### src/rtl/throttle_sequencer_pkg.sv
// throttle_sequencer_pkg
// Shared definitions for the throttle sequencer: state encoding, throttle
// width and the saturating ramp-step helper used by the sequencer datapath.
package throttle_sequencer_pkg;

  localparam int THR_W = 8;

  typedef enum logic [1:0] {
    ST_IDLE   = 2'd0,
    ST_ARMING = 2'd1,
    ST_RUN    = 2'd2,
    ST_STOP   = 2'd3
  } state_e;

  // Move thr one step towards tgt without overshooting it. The 9-bit
  // intermediates keep the sum/difference from wrapping at 255 or 0.
  function automatic logic [THR_W-1:0] ramp_next(input logic [THR_W-1:0] thr,
                                                 input logic [THR_W-1:0] tgt,
                                                 input logic [THR_W-1:0] step);
    logic [THR_W:0]   up_s;
    logic [THR_W:0]   dn_s;
    logic [THR_W-1:0] res_s;
    up_s = {1'b0, thr} + {1'b0, step};
    dn_s = {1'b0, thr} - {1'b0, step};
    if (thr < tgt) begin
      if (up_s > {1'b0, tgt}) res_s = tgt;
      else                    res_s = up_s[THR_W-1:0];
    end else if (thr > tgt) begin
      // dn_s[THR_W] set means the subtraction borrowed below zero
      if (dn_s[THR_W] || (dn_s < {1'b0, tgt})) res_s = tgt;
      else                                     res_s = dn_s[THR_W-1:0];
    end else begin
      res_s = thr;
    end
    return res_s;
  endfunction

endpackage

### src/rtl/throttle_sequencer_if.sv
// throttle_sequencer_if
// Bundles the arm/command handshake and the ESC-facing status outputs.
//   master : controller side (drives arm, cmd_valid, cmd_thr)
//   slave  : sequencer side (drives cmd_ready, thr, esc_en, state, at_target)
interface throttle_sequencer_if;
  import throttle_sequencer_pkg::*;

  logic             arm;
  logic             cmd_valid;
  logic [THR_W-1:0] cmd_thr;
  logic             cmd_ready;
  logic [THR_W-1:0] thr;
  logic             esc_en;
  logic [1:0]       state;
  logic             at_target;

  modport master (
    output arm, cmd_valid, cmd_thr,
    input  cmd_ready, thr, esc_en, state, at_target
  );

  modport slave (
    input  arm, cmd_valid, cmd_thr,
    output cmd_ready, thr, esc_en, state, at_target
  );

endinterface

### src/rtl/throttle_sequencer_ramp_tick.sv
// ramp_tick
// Free-running divider producing a registered one-cycle tick every TICK_DIV
// clocks; the first tick is seen by the clk edge TICK_DIV cycles after reset
// release.
//   clk   : clock
//   rst_n : asynchronous active-low reset
//   tick  : one-cycle pulse
module ramp_tick #(
  parameter int TICK_DIV = 100000
) (
  input  logic clk,
  input  logic rst_n,
  output logic tick
);

  localparam logic [23:0] CNT_LAST = 24'(TICK_DIV - 1);
  // tick is registered, so it is raised one count early to land on the
  // TICK_DIV-th edge
  localparam logic [23:0] CNT_PRE  = 24'(TICK_DIV - 2);

  logic [23:0] cnt_q, cnt_d;
  logic        tick_q, tick_d;

  // next count and tick
  always_comb begin
    cnt_d  = cnt_q;
    tick_d = 1'b0;
    if (cnt_q == CNT_LAST) cnt_d = 24'd0;
    else                   cnt_d = cnt_q + 24'd1;
    if (cnt_q == CNT_PRE)  tick_d = 1'b1;
    else                   tick_d = 1'b0;
  end

  // divider registers
  always_ff @(posedge clk or negedge rst_n) begin
    if (!rst_n) begin
      cnt_q  <= 24'd0;
      tick_q <= 1'b0;
    end else begin
      cnt_q  <= cnt_d;
      tick_q <= tick_d;
    end
  end

  assign tick = tick_q;

endmodule

### src/rtl/throttle_sequencer.sv
// throttle_sequencer
// Arming/run/stop sequencer for an ESC throttle with per-tick slew limiting.
//   clk, rst_n : clock, asynchronous active-low reset
//   estop      : emergency stop (only when THR_ESTOP_EN is defined)
//   bus        : throttle_sequencer_if.slave (arm, command handshake,
//                thr, esc_en, state, at_target)
// Optional feature macro: THR_ESTOP_EN adds the estop input.
import throttle_sequencer_pkg::*;

module throttle_sequencer #(
  parameter int TICK_DIV  = 100000,
  parameter int STEP      = 2,
  parameter int ARM_TICKS = 200
) (
  input  logic clk,
  input  logic rst_n,
`ifdef THR_ESTOP_EN
  input  logic estop,
`endif
  throttle_sequencer_if.slave bus
);

  localparam logic [THR_W-1:0] STEP_C   = THR_W'(STEP);
  localparam logic [15:0]      ARM_LAST = 16'(ARM_TICKS - 1);

  state_e           state_q, state_d;
  logic [THR_W-1:0] thr_q, thr_d;
  logic [THR_W-1:0] target_q, target_d;
  logic [15:0]      arm_cnt_q, arm_cnt_d;
  logic             esc_en_q, esc_en_d;
  logic             cmd_ready_q, cmd_ready_d;
  logic             at_target_q, at_target_d;
  logic             tick_s;
  logic [THR_W-1:0] ramp_s;

  ramp_tick #(.TICK_DIV(TICK_DIV)) u_tick (
    .clk   (clk),
    .rst_n (rst_n),
    .tick  (tick_s)
  );

  // sequencer next state, ramp and registered-output next values
  always_comb begin
    state_d   = state_q;
    thr_d     = thr_q;
    target_d  = target_q;
    arm_cnt_d = arm_cnt_q;
    // ramp always uses the current target, so a command accepted on a tick
    // edge only takes effect from the following tick
    ramp_s    = ramp_next(thr_q, target_q, STEP_C);

    case (state_q)
      ST_IDLE: begin
        thr_d     = 8'd0;
        target_d  = 8'd0;
        arm_cnt_d = 16'd0;
        if (bus.arm) state_d = ST_ARMING;
        else         state_d = ST_IDLE;
      end
      ST_ARMING: begin
        thr_d    = 8'd0;
        target_d = 8'd0;
        if (!bus.arm) begin
          state_d   = ST_IDLE;
          arm_cnt_d = 16'd0;
        end else if (tick_s) begin
          if (arm_cnt_q == ARM_LAST) begin
            state_d   = ST_RUN;
            arm_cnt_d = 16'd0;
          end else begin
            arm_cnt_d = arm_cnt_q + 16'd1;
          end
        end else begin
          state_d = ST_ARMING;
        end
      end
      ST_RUN: begin
        if (tick_s) thr_d = ramp_s;
        else        thr_d = thr_q;
        if (!bus.arm) begin
          state_d  = ST_STOP;
          target_d = 8'd0;
        end else if (bus.cmd_valid && cmd_ready_q) begin
          target_d = bus.cmd_thr;
        end else begin
          target_d = target_q;
        end
      end
      ST_STOP: begin
        target_d = 8'd0;
        if (tick_s) begin
          thr_d = ramp_s;
          if (ramp_s == 8'd0) state_d = ST_IDLE;
          else                state_d = ST_STOP;
        end else begin
          thr_d = thr_q;
        end
      end
      default: begin
        state_d   = ST_IDLE;
        thr_d     = 8'd0;
        target_d  = 8'd0;
        arm_cnt_d = 16'd0;
      end
    endcase

`ifdef THR_ESTOP_EN
    if (estop) begin
      state_d   = ST_IDLE;
      thr_d     = 8'd0;
      target_d  = 8'd0;
      arm_cnt_d = 16'd0;
    end else begin
      state_d   = state_d;
    end
`endif

    // outputs are computed from next state so they stay registered yet
    // line up with state/thr in the same cycle
    esc_en_d    = (state_d != ST_IDLE);
    cmd_ready_d = (state_d == ST_RUN);
    at_target_d = (state_d == ST_RUN) && (thr_d == target_d);
  end

  // sequencer state and output registers
  always_ff @(posedge clk or negedge rst_n) begin
    if (!rst_n) begin
      state_q     <= ST_IDLE;
      thr_q       <= 8'd0;
      target_q    <= 8'd0;
      arm_cnt_q   <= 16'd0;
      esc_en_q    <= 1'b0;
      cmd_ready_q <= 1'b0;
      at_target_q <= 1'b0;
    end else begin
      state_q     <= state_d;
      thr_q       <= thr_d;
      target_q    <= target_d;
      arm_cnt_q   <= arm_cnt_d;
      esc_en_q    <= esc_en_d;
      cmd_ready_q <= cmd_ready_d;
      at_target_q <= at_target_d;
    end
  end

  assign bus.thr       = thr_q;
  assign bus.esc_en    = esc_en_q;
  assign bus.cmd_ready = cmd_ready_q;
  assign bus.state     = state_q;
  assign bus.at_target = at_target_q;

endmodule

### src/flat_wrapper.sv
// flat-port wrapper written by rule: the top's interface ports become plain ports
module throttle_sequencer_flat 
#(
  parameter int TICK_DIV  = 100000,
  parameter int STEP      = 2,
  parameter int ARM_TICKS = 200
)
  (clk, rst_n, bus_arm, bus_cmd_valid, bus_cmd_thr, bus_cmd_ready, bus_thr, bus_esc_en, bus_state, bus_at_target);
  throttle_sequencer_if bus_i ();
  input  logic clk;
  input  logic rst_n;
  input wire logic [$bits(bus_i.arm)-1:0] bus_arm;
  input wire logic [$bits(bus_i.cmd_valid)-1:0] bus_cmd_valid;
  input wire logic [$bits(bus_i.cmd_thr)-1:0] bus_cmd_thr;
  output wire logic [$bits(bus_i.cmd_ready)-1:0] bus_cmd_ready;
  output wire logic [$bits(bus_i.thr)-1:0] bus_thr;
  output wire logic [$bits(bus_i.esc_en)-1:0] bus_esc_en;
  output wire logic [$bits(bus_i.state)-1:0] bus_state;
  output wire logic [$bits(bus_i.at_target)-1:0] bus_at_target;
  assign bus_i.arm = bus_arm;
  assign bus_i.cmd_valid = bus_cmd_valid;
  assign bus_i.cmd_thr = bus_cmd_thr;
  assign bus_cmd_ready = bus_i.cmd_ready;
  assign bus_thr = bus_i.thr;
  assign bus_esc_en = bus_i.esc_en;
  assign bus_state = bus_i.state;
  assign bus_at_target = bus_i.at_target;
  throttle_sequencer #(.TICK_DIV(TICK_DIV), .STEP(STEP), .ARM_TICKS(ARM_TICKS)) u_core (.clk(clk), .rst_n(rst_n), .bus(bus_i));
endmodule
### config.mk
export PLATFORM = sky130hd
export DESIGN_NAME = throttle_sequencer_flat
export DESIGN_NICKNAME = d
export VERILOG_FILES = /design/src/rtl/throttle_sequencer_pkg.sv /design/src/rtl/throttle_sequencer_if.sv /design/src/rtl/throttle_sequencer_ramp_tick.sv /design/src/rtl/throttle_sequencer.sv /design/src/flat_wrapper.sv
export SDC_FILE = /design/constraint.sdc
export NUM_CORES = 1
export LEC_CHECK = 0
export CORE_UTILIZATION = 55
export DETAILED_ROUTE_END_ITERATION = 16
export PLACE_DENSITY = 0.77
export SLEW_MARGIN = 20
export SYNTH_ARGS = -nofsm -noshare
export SYNTH_HDL_FRONTEND = slang
export SYNTH_SLANG_ARGS = --single-unit
### constraint.sdc
create_clock -name clk -period 3.25 [get_ports clk]
set_input_delay 0.325 -clock clk [delete_from_list [all_inputs] [get_ports clk]]
set_output_delay 0.325 -clock clk [all_outputs]
set_load 0.03 [all_outputs]
* After elaboration in Yosys (flattened, before gate mapping)
Cells that the tools add are included.
** Storage, ports and cells
- Word-level logic and storage cells :: 60
- Output and inout port bits :: 13
- Register bits :: 62
- Input port bits :: 12
** Cells by class
- Add/subtract/negate cells :: 4
- Multiplexer cells :: 23
- $lt $le $gt $ge :: 4
- Equal/unequal tests :: 9
- Reductions and logical operators :: 11
** Operators by type and width (count)
- 2-to-1 mux 8 bit :: 7
- == test 24 x 17 -> 1 bit, second input constant :: 2
- 2-to-1 mux 16 bit :: 3
- one-hot mux 16 bit (2 select lines) :: 1
- one-hot mux 8 bit (2 select lines) :: 2
- adder 24 x 1 -> 24 bit, second input constant :: 1
- 2-to-1 mux 24 bit :: 1
- adder 16 x 1 -> 16 bit, second input constant :: 1
- == test 16 x 8 -> 1 bit, second input constant :: 1
- 2-to-1 mux 2 bit :: 6
- adder 8 x 2 -> 9 bit, second input constant :: 1
- > comparator 9 x 8 -> 1 bit :: 1
- < comparator 9 x 8 -> 1 bit :: 1
- subtractor 8 x 2 -> 9 bit, second input constant :: 1
- == test 8 bit :: 1
- > comparator 8 bit :: 1
- zero test 8 bit :: 1
- < comparator 8 bit :: 1
- one-hot mux 2 bit (4 select lines) :: 1
- == test 2 bit, second input constant :: 3
- nonzero test 2 bit :: 2
- OR reduction 2 bit :: 2
- != test 3 bit, second input constant :: 1
- OR reduction 3 bit :: 1
- other kinds (6) :: 8

* Logic depth before layout (Yosys ltp)
Gate-level depths: netlist (run 1).
- Depth in word-level cells :: 12
- Gate-level depth with buffers :: 17
- Depth with buffers taken out :: 16

* Cells and area by module
Synthesis (run 1) repeated with hierarchy kept, for this count alone.
** Unflattened totals
- Cells, all modules :: 525
- Area total of the unflattened synthesis :: 4621.9 um2
** Modules (own cells, without submodules)
- throttle_sequencer :: instances 1, cells each 414, seq. area each 925.9 um2, area each 3365.7 um2
- ramp_tick :: instances 1, cells each 111, seq. area each 625.6 um2, area each 1256.2 um2

* Worst setup path after synthesis (run 1)
Ideal clock, no wire load.
- Kind :: reg-to-reg
- Start :: register u_core.thr_q[1], in the netlist u_core.bus.thr[1]
- End :: register u_core.state_q[1], in the netlist u_core.bus.state[1]
- Clock period less this slack :: 3.653 ns
- Data arrival time :: 3.518 ns
- Required time :: 3.116 ns
- Library setup time :: 0.134 ns
- Path slack :: -0.403 ns
- Path buffers :: 1
- Stages on the path, launching flop included :: 18
- Cells stage by stage :: dfrtp_1 -> inv_1 -> ha_1 -> nor3b_1 -> nor3b_1 -> xnor2_1 -> inv_1 -> ha_1 -> o21ai_0 -> nor2_1 -> o22a_1 -> buf_2 -> and3_1 -> o32ai_1 -> a21o_1 -> nand4b_1 -> o31ai_2 -> o21ai_1
** Between the ends
- Word-level cells in the longest chain between the ends :: 10
- Elaborated cells on any way between the ends :: 15
- Classes of those cells :: add/sub: 2; order compare: 4; mux: 7; reduce/logical: 2
** RTL lines
- start: declaration :: line throttle_sequencer.sv:27 : logic [THR_W-1:0] thr_q, thr_d;
- start signal: assignment :: line throttle_sequencer.sv:137 : thr_q <= thr_d;
- subtractor 8 x 2 -> 9 bit :: line throttle_sequencer_pkg.sv:24 : dn_s = {1'b0, thr} - {1'b0, step};
- < comparator 9 x 8 -> 1 bit :: line throttle_sequencer_pkg.sv:30 : if (dn_s[THR_W] || (dn_s < {1'b0, tgt})) res_s = tgt;
- logical OR 1 bit :: line throttle_sequencer_pkg.sv:30
- 2-to-1 mux 8 bit :: line throttle_sequencer_pkg.sv:30
- 2-to-1 mux 8 bit :: line throttle_sequencer_pkg.sv:28 : end else if (thr > tgt) begin
- 2-to-1 mux 8 bit * :: line throttle_sequencer_pkg.sv:25 : if (thr < tgt) begin
- zero test 8 bit * :: line throttle_sequencer.sv:93 : if (ramp_s == 8'd0) state_d = ST_IDLE;
- 2-to-1 mux 2 bit * :: line throttle_sequencer.sv:93
- 2-to-1 mux 2 bit * :: line throttle_sequencer.sv:91 : if (tick_s) begin
- one-hot mux 2 bit (4 select lines) * :: line throttle_sequencer.sv:52 : case (state_q)
- net u_core.state_d[1] :: line throttle_sequencer.sv:26 : state_e state_q, state_d;
- end signal: assignment :: line throttle_sequencer.sv:136 : state_q <= state_d;
- end: declaration :: line throttle_sequencer.sv:26
The timed path passes the listed nets; every way through them passes the cells marked *.
A chain may end at the register's enable or synchronous reset.

* Worst setup path after layout (run 1)
- Start :: register u_core.thr_q[1], in the netlist u_core.bus.thr[1]
- End :: register u_core.at_target_q, in the netlist u_core.bus.at_target
** Between the ends
- Word-level cells in the longest chain between the ends :: 12
- Elaborated cells on any way between the ends :: 20
- Classes of those cells :: add/sub: 2; order compare: 4; eq/ne: 2; mux: 9; reduce/logical: 3
** RTL lines
- subtractor 8 x 2 -> 9 bit :: line throttle_sequencer_pkg.sv:24
- < comparator 9 x 8 -> 1 bit :: line throttle_sequencer_pkg.sv:30
- logical OR 1 bit :: line throttle_sequencer_pkg.sv:30
- 2-to-1 mux 8 bit :: line throttle_sequencer_pkg.sv:30
- 2-to-1 mux 8 bit :: line throttle_sequencer_pkg.sv:28
- 2-to-1 mux 8 bit :: line throttle_sequencer_pkg.sv:25
- zero test 8 bit :: line throttle_sequencer.sv:93
- 2-to-1 mux 2 bit :: line throttle_sequencer.sv:93
- 2-to-1 mux 2 bit :: line throttle_sequencer.sv:91
- one-hot mux 2 bit (4 select lines) :: line throttle_sequencer.sv:52
- == test 2 bit :: line throttle_sequencer.sv:122 : at_target_d = (state_d == ST_RUN) && (thr_d == target_d);
- logical AND 1 bit * :: line throttle_sequencer.sv:122
- net u_core.at_target_d :: line throttle_sequencer.sv:32 : logic at_target_q, at_target_d;
- end signal: assignment :: line throttle_sequencer.sv:142 : at_target_q <= at_target_d;
- end: declaration :: line throttle_sequencer.sv:32
Marks and branches as above.

==> impl_metrics.csv, run 1 <==
group,metric,value,unit
drt,routedWlPerCell,18.7,microns
drt,wl,13.4,mm
global_route,grt_pass1_wl,22.0,mm
floorplanning,die_h,91.6,microns
sta,skew,0.0152,ns
clock_tree,cts.path.max_buffers,2,
logic_synthesis,synth_edf_count,0,
critical_path,worstPathRequired,3.51,ns
logic_synthesis,synth_area,4420,sq um
floorplanning,coreArea,7770,sq um
critical_path,r2r_cells,18,
drt,final_antenna_net_count,0,
drt,drt_first_pass_iters,5,
sta,slew_violations,0,
worst_hold_path,hold_path_class,"input port to async pin",
logic_synthesis,syn_avg_cell_area,8.51,sq um
cells_and_area,stdcell_count,715,
cells_and_area,diodes,0,
global_route,grt_max_degree,43,
sta,timing.fmax,279,MHz
logic_synthesis,synth_nets,557,
cells_and_area,fin_nets,646,
outcome,status,"finished with violations",
clock_tree,cts_root_buf,"clkbuf_8",
drt,drcViolationCount,0,
cells_and_area,syn2layout_area_growth,28.3,%
logic_synthesis,synth-compound-area-share,18.4,%
logic_synthesis,synth_warnings,0,
power,finalPower,1.47,mW
logic_synthesis,synthDistinctLibCells,71,
sta,max_slew_margin,35.8,%
critical_path,cpPeakStageDelay,0.44,ns
power,p_per_area,259,nW/um^2
critical_path,critPathKind,"flip-flop to flip-flop",
critical_path,cp_cell_sequence,"inv_4, ha_4, nor3b_4, nor3b_4, xnor2_2, inv_1, ha_1, o21ai_1, nor2_1, buf_4, o22a_4, a211oi_2, buf_4, o21a_1, mux2i_1, a211oi_1, o211ai_1, a211oi_2",
clock_tree,cts_tree,"built",
place,hpwl,9.73,mm
critical_path,worstSetupStartpointType,"flip-flop",
logic_synthesis,synth_top_family_by_area,"simple AND/OR/NAND/NOR gates",
drt,dr.first_iter.drc_count,367,
place,port_buffers,24,
logic_synthesis,yosys.area_share.simple,25.4,%
cells_and_area,fillers,586,
critical_path,r2r_slack,-0.33,ns
sta,period_share,110,%
logic_synthesis,post-synth-top-area-cell,"dfrtp_1",
critical_path,cp.depth,18,
logic_synthesis,ys_ff_latch,62,
place,gp_congestion,1.00,
sta,period_minus_slack,3.58,ns
sta,fin_ws,-0.333,ns
logic_synthesis,syn_inst,519,
critical_path,critical-path-top-delay-family,"compound AO/OA/AOI/OAI gates",
global_route,grt_usage,33.9,%
cells_and_area,final_util,73.0,%
sta,rsz0062_at_grt,"true",
outcome,violations,"setup timing",
sta,final-hold-violation-count,0,
logic_synthesis,ys.flop_type,"dfrtp_1",
cells_and_area,drive_gt1_share,23.0,%
floorplanning,io_pins,25,
place,post-place-ws,-0.369,ns
global_route,antenna_found_initial,0,
logic_synthesis,ys_seq_area_share,35.1,%
drt,vias_per_cell,6.22,
sta,worstMarginPinSlew,0.963,ns
place,dp_cells,693,
drt,vias,4449,
clock_tree,htree_levels,3,
logic_synthesis,async_reset_ff_share,100,%
global_route,grt_pass1_vias,4422,
clock_tree,clk_pin_slew,0.07,ns
critical_path,cp_slowest_cell,"dfrtp_2",
global_route,grt_remaining_overflow,0,
floorplanning,dieArea,8400,sq um
logic_synthesis,synth_adder_area_share,7.36,%
logic_synthesis,synth_area_leaders,"dfrtp_1, ha_1, nor2_1",
critical_path,cp-end-kind,"flip-flop",
logic_synthesis,synth_mux_area_share,3.00,%
run,maxCapViolations,0,
critical_path,cp_data_arrival_time,3.84,ns
floorplanning,start_util,56.9,%
logic_synthesis,synth_top_area_share,35.1,%
power,p_leak,2.50,nW
clock_tree,cts_made_buffers,9,
clock_tree,clk_latency,0.35,ns
power,vdd_drop_max,0.000306,V
clock_tree,cts_sinks,62,
floorplanning,die_w,91.6,microns
floorplanning,rows,32,
critical_path,worst-path-buf-inv,4,
logic_synthesis,synth_xor_area_share,6.94,%
sta,final-setup-viol-count,8,
sta,tns,-1.41,ns
clock_tree,holdBufCountCts,0,
critical_path,cp_max_fo,7,
==> report_power, final <==
group	switching [mW]	internal [mW]
registers	0.000000000000000120	0.771
clock network	0.318	0.351
logic	0.0183	0.0122
==> registers in the layout, indices dropped and copies added (netlist names) <==
register	flops
u_core.arm_cnt_q	16
u_core.u_tick.tick	1
u_core.target_q	8
u_core.bus.esc_en	1
u_core.bus.thr	8
u_core.bus.at_target	1
u_core.bus.cmd_ready	1
u_core.u_tick.cnt_q	24
u_core.bus.state	2
==> cell type report <==
| class | instances | area (sq um) | area share, % |
|---|---|---|---|
| tap | 102 | 128 | 2.25 |
| clock inverter | 6 | 62.6 | 1.10 |
| multi-input combinational | 417 | 2940 | 51.8 |
| timing repair buffer | 94 | 764 | 13.5 |
| clock buffer | 10 | 128 | 2.25 |
| sequential | 62 | 1560 | 27.5 |
| inverter | 24 | 92.6 | 1.63 |
==> final timing paths <==
check,from,endpoint
hold reg to reg,u_core.u_tick.cnt_q[4],u_core.u_tick.cnt_q[4]
min in group clk,u_core.u_tick.cnt_q[4],u_core.u_tick.cnt_q[4]
setup / recovery,u_core.bus.thr[1],u_core.bus.at_target
hold / removal,rst_n,u_core.target_q[5]
setup reg to reg,u_core.bus.thr[1],u_core.bus.at_target
max in group asynchronous,rst_n,u_core.bus.thr[1]
==> cells in the mapped netlist (3+ instances only) <==
master    number
dfrtp_1       62
nor2_1        55
nand2_1       52
o21ai_0       35
nand3_1       28
ha_1          26
inv_1         23
nor3_1        20
a21oi_1       19
and3_1        19
xnor2_1       19
xor2_1        16
mux2i_1       11
nand4_1        9
buf_2          7
clkbuf_1       7
a211oi_1       6
nor4_1         6
or2_2          5
a21o_1         4
o21ai_1        4
o22ai_1        4
o32ai_1        4
and2_1         3
nand2b_1       3
nand3b_1       3
nor2b_1        3
o21a_1         3
o21bai_1       3
o22a_1         3
or3_1          3
==> per-layer routing <==
metal	GRT usage (%)	routed length, microns	vias to the layer above	part of all wire [%]
met3	6.55	867	59	6.5
met1	42.0	5440	2109	41
li1	-	-	2074	-
met2	55.8	6430	207	48
met4	18.0	627	0	4.7
met5	0	0	-	0
==> per-stage QoR <==
step | hold WS [ns] | cell area (sq um)
6_report | 0.134 | 5670
3_3_place_gp | 0.453 | 5280
5_1_grt | 0.199 | 5670
4_1_cts | 0.149 | 5640
3_5_place_dp | 0.470 | 5280
2_1_floorplan | 0.0294 | 4530
==> kinds of logic (layout without fill, tap and decap cells) <==
group	Yosys count	after routing
compound gates	119	119
xor+xnor	35	35
fa+ha+maj	26	26
buf+inv	40	134
flops	62	62
mux	13	13
simple gates	224	224
==> repair_timing <==
item | 4_1_cts | 5_1_grt
setup endpoints to repair | 10 | 12
gates resized for setup | 28 | 5
cloned | 0 | 0
hold endpoints to repair | 0 | 0
buffers inserted | 5 | 1
pin swaps | 13 | 4
==> cells in the final DEF, fill, tap and decap left out, drive strengths merged, types with 3 or more instances in the layout <==
master,instances
inv,23
a21oi,20
nand3,28
o22ai,4
nand3b,3
xnor2,19
clkbuf,10
nor2,55
o31ai,3
o21ai,41
or3,3
nand4,9
or2,5
nand2b,3
o21a,3
nor4,8
nand2,52
nor3,21
and3,19
o22a,3
dfrtp,62
a211oi,7
nor2b,3
clkdlybuf4s50,23
clkinvlp,3
ha,26
buf,71
xor2,16
and4,3
and2,3
clkinv,3
o32ai,5
a21o,4
o21bai,3
mux2i,11
Power figures use the tool's default switching activity.
==> inputs of run 2 (changes only) <==
- ABC_AREA: unset -> 0
==> results of run 2 <==
The final DEF is identical to that of run 1; final timing and power are the same.
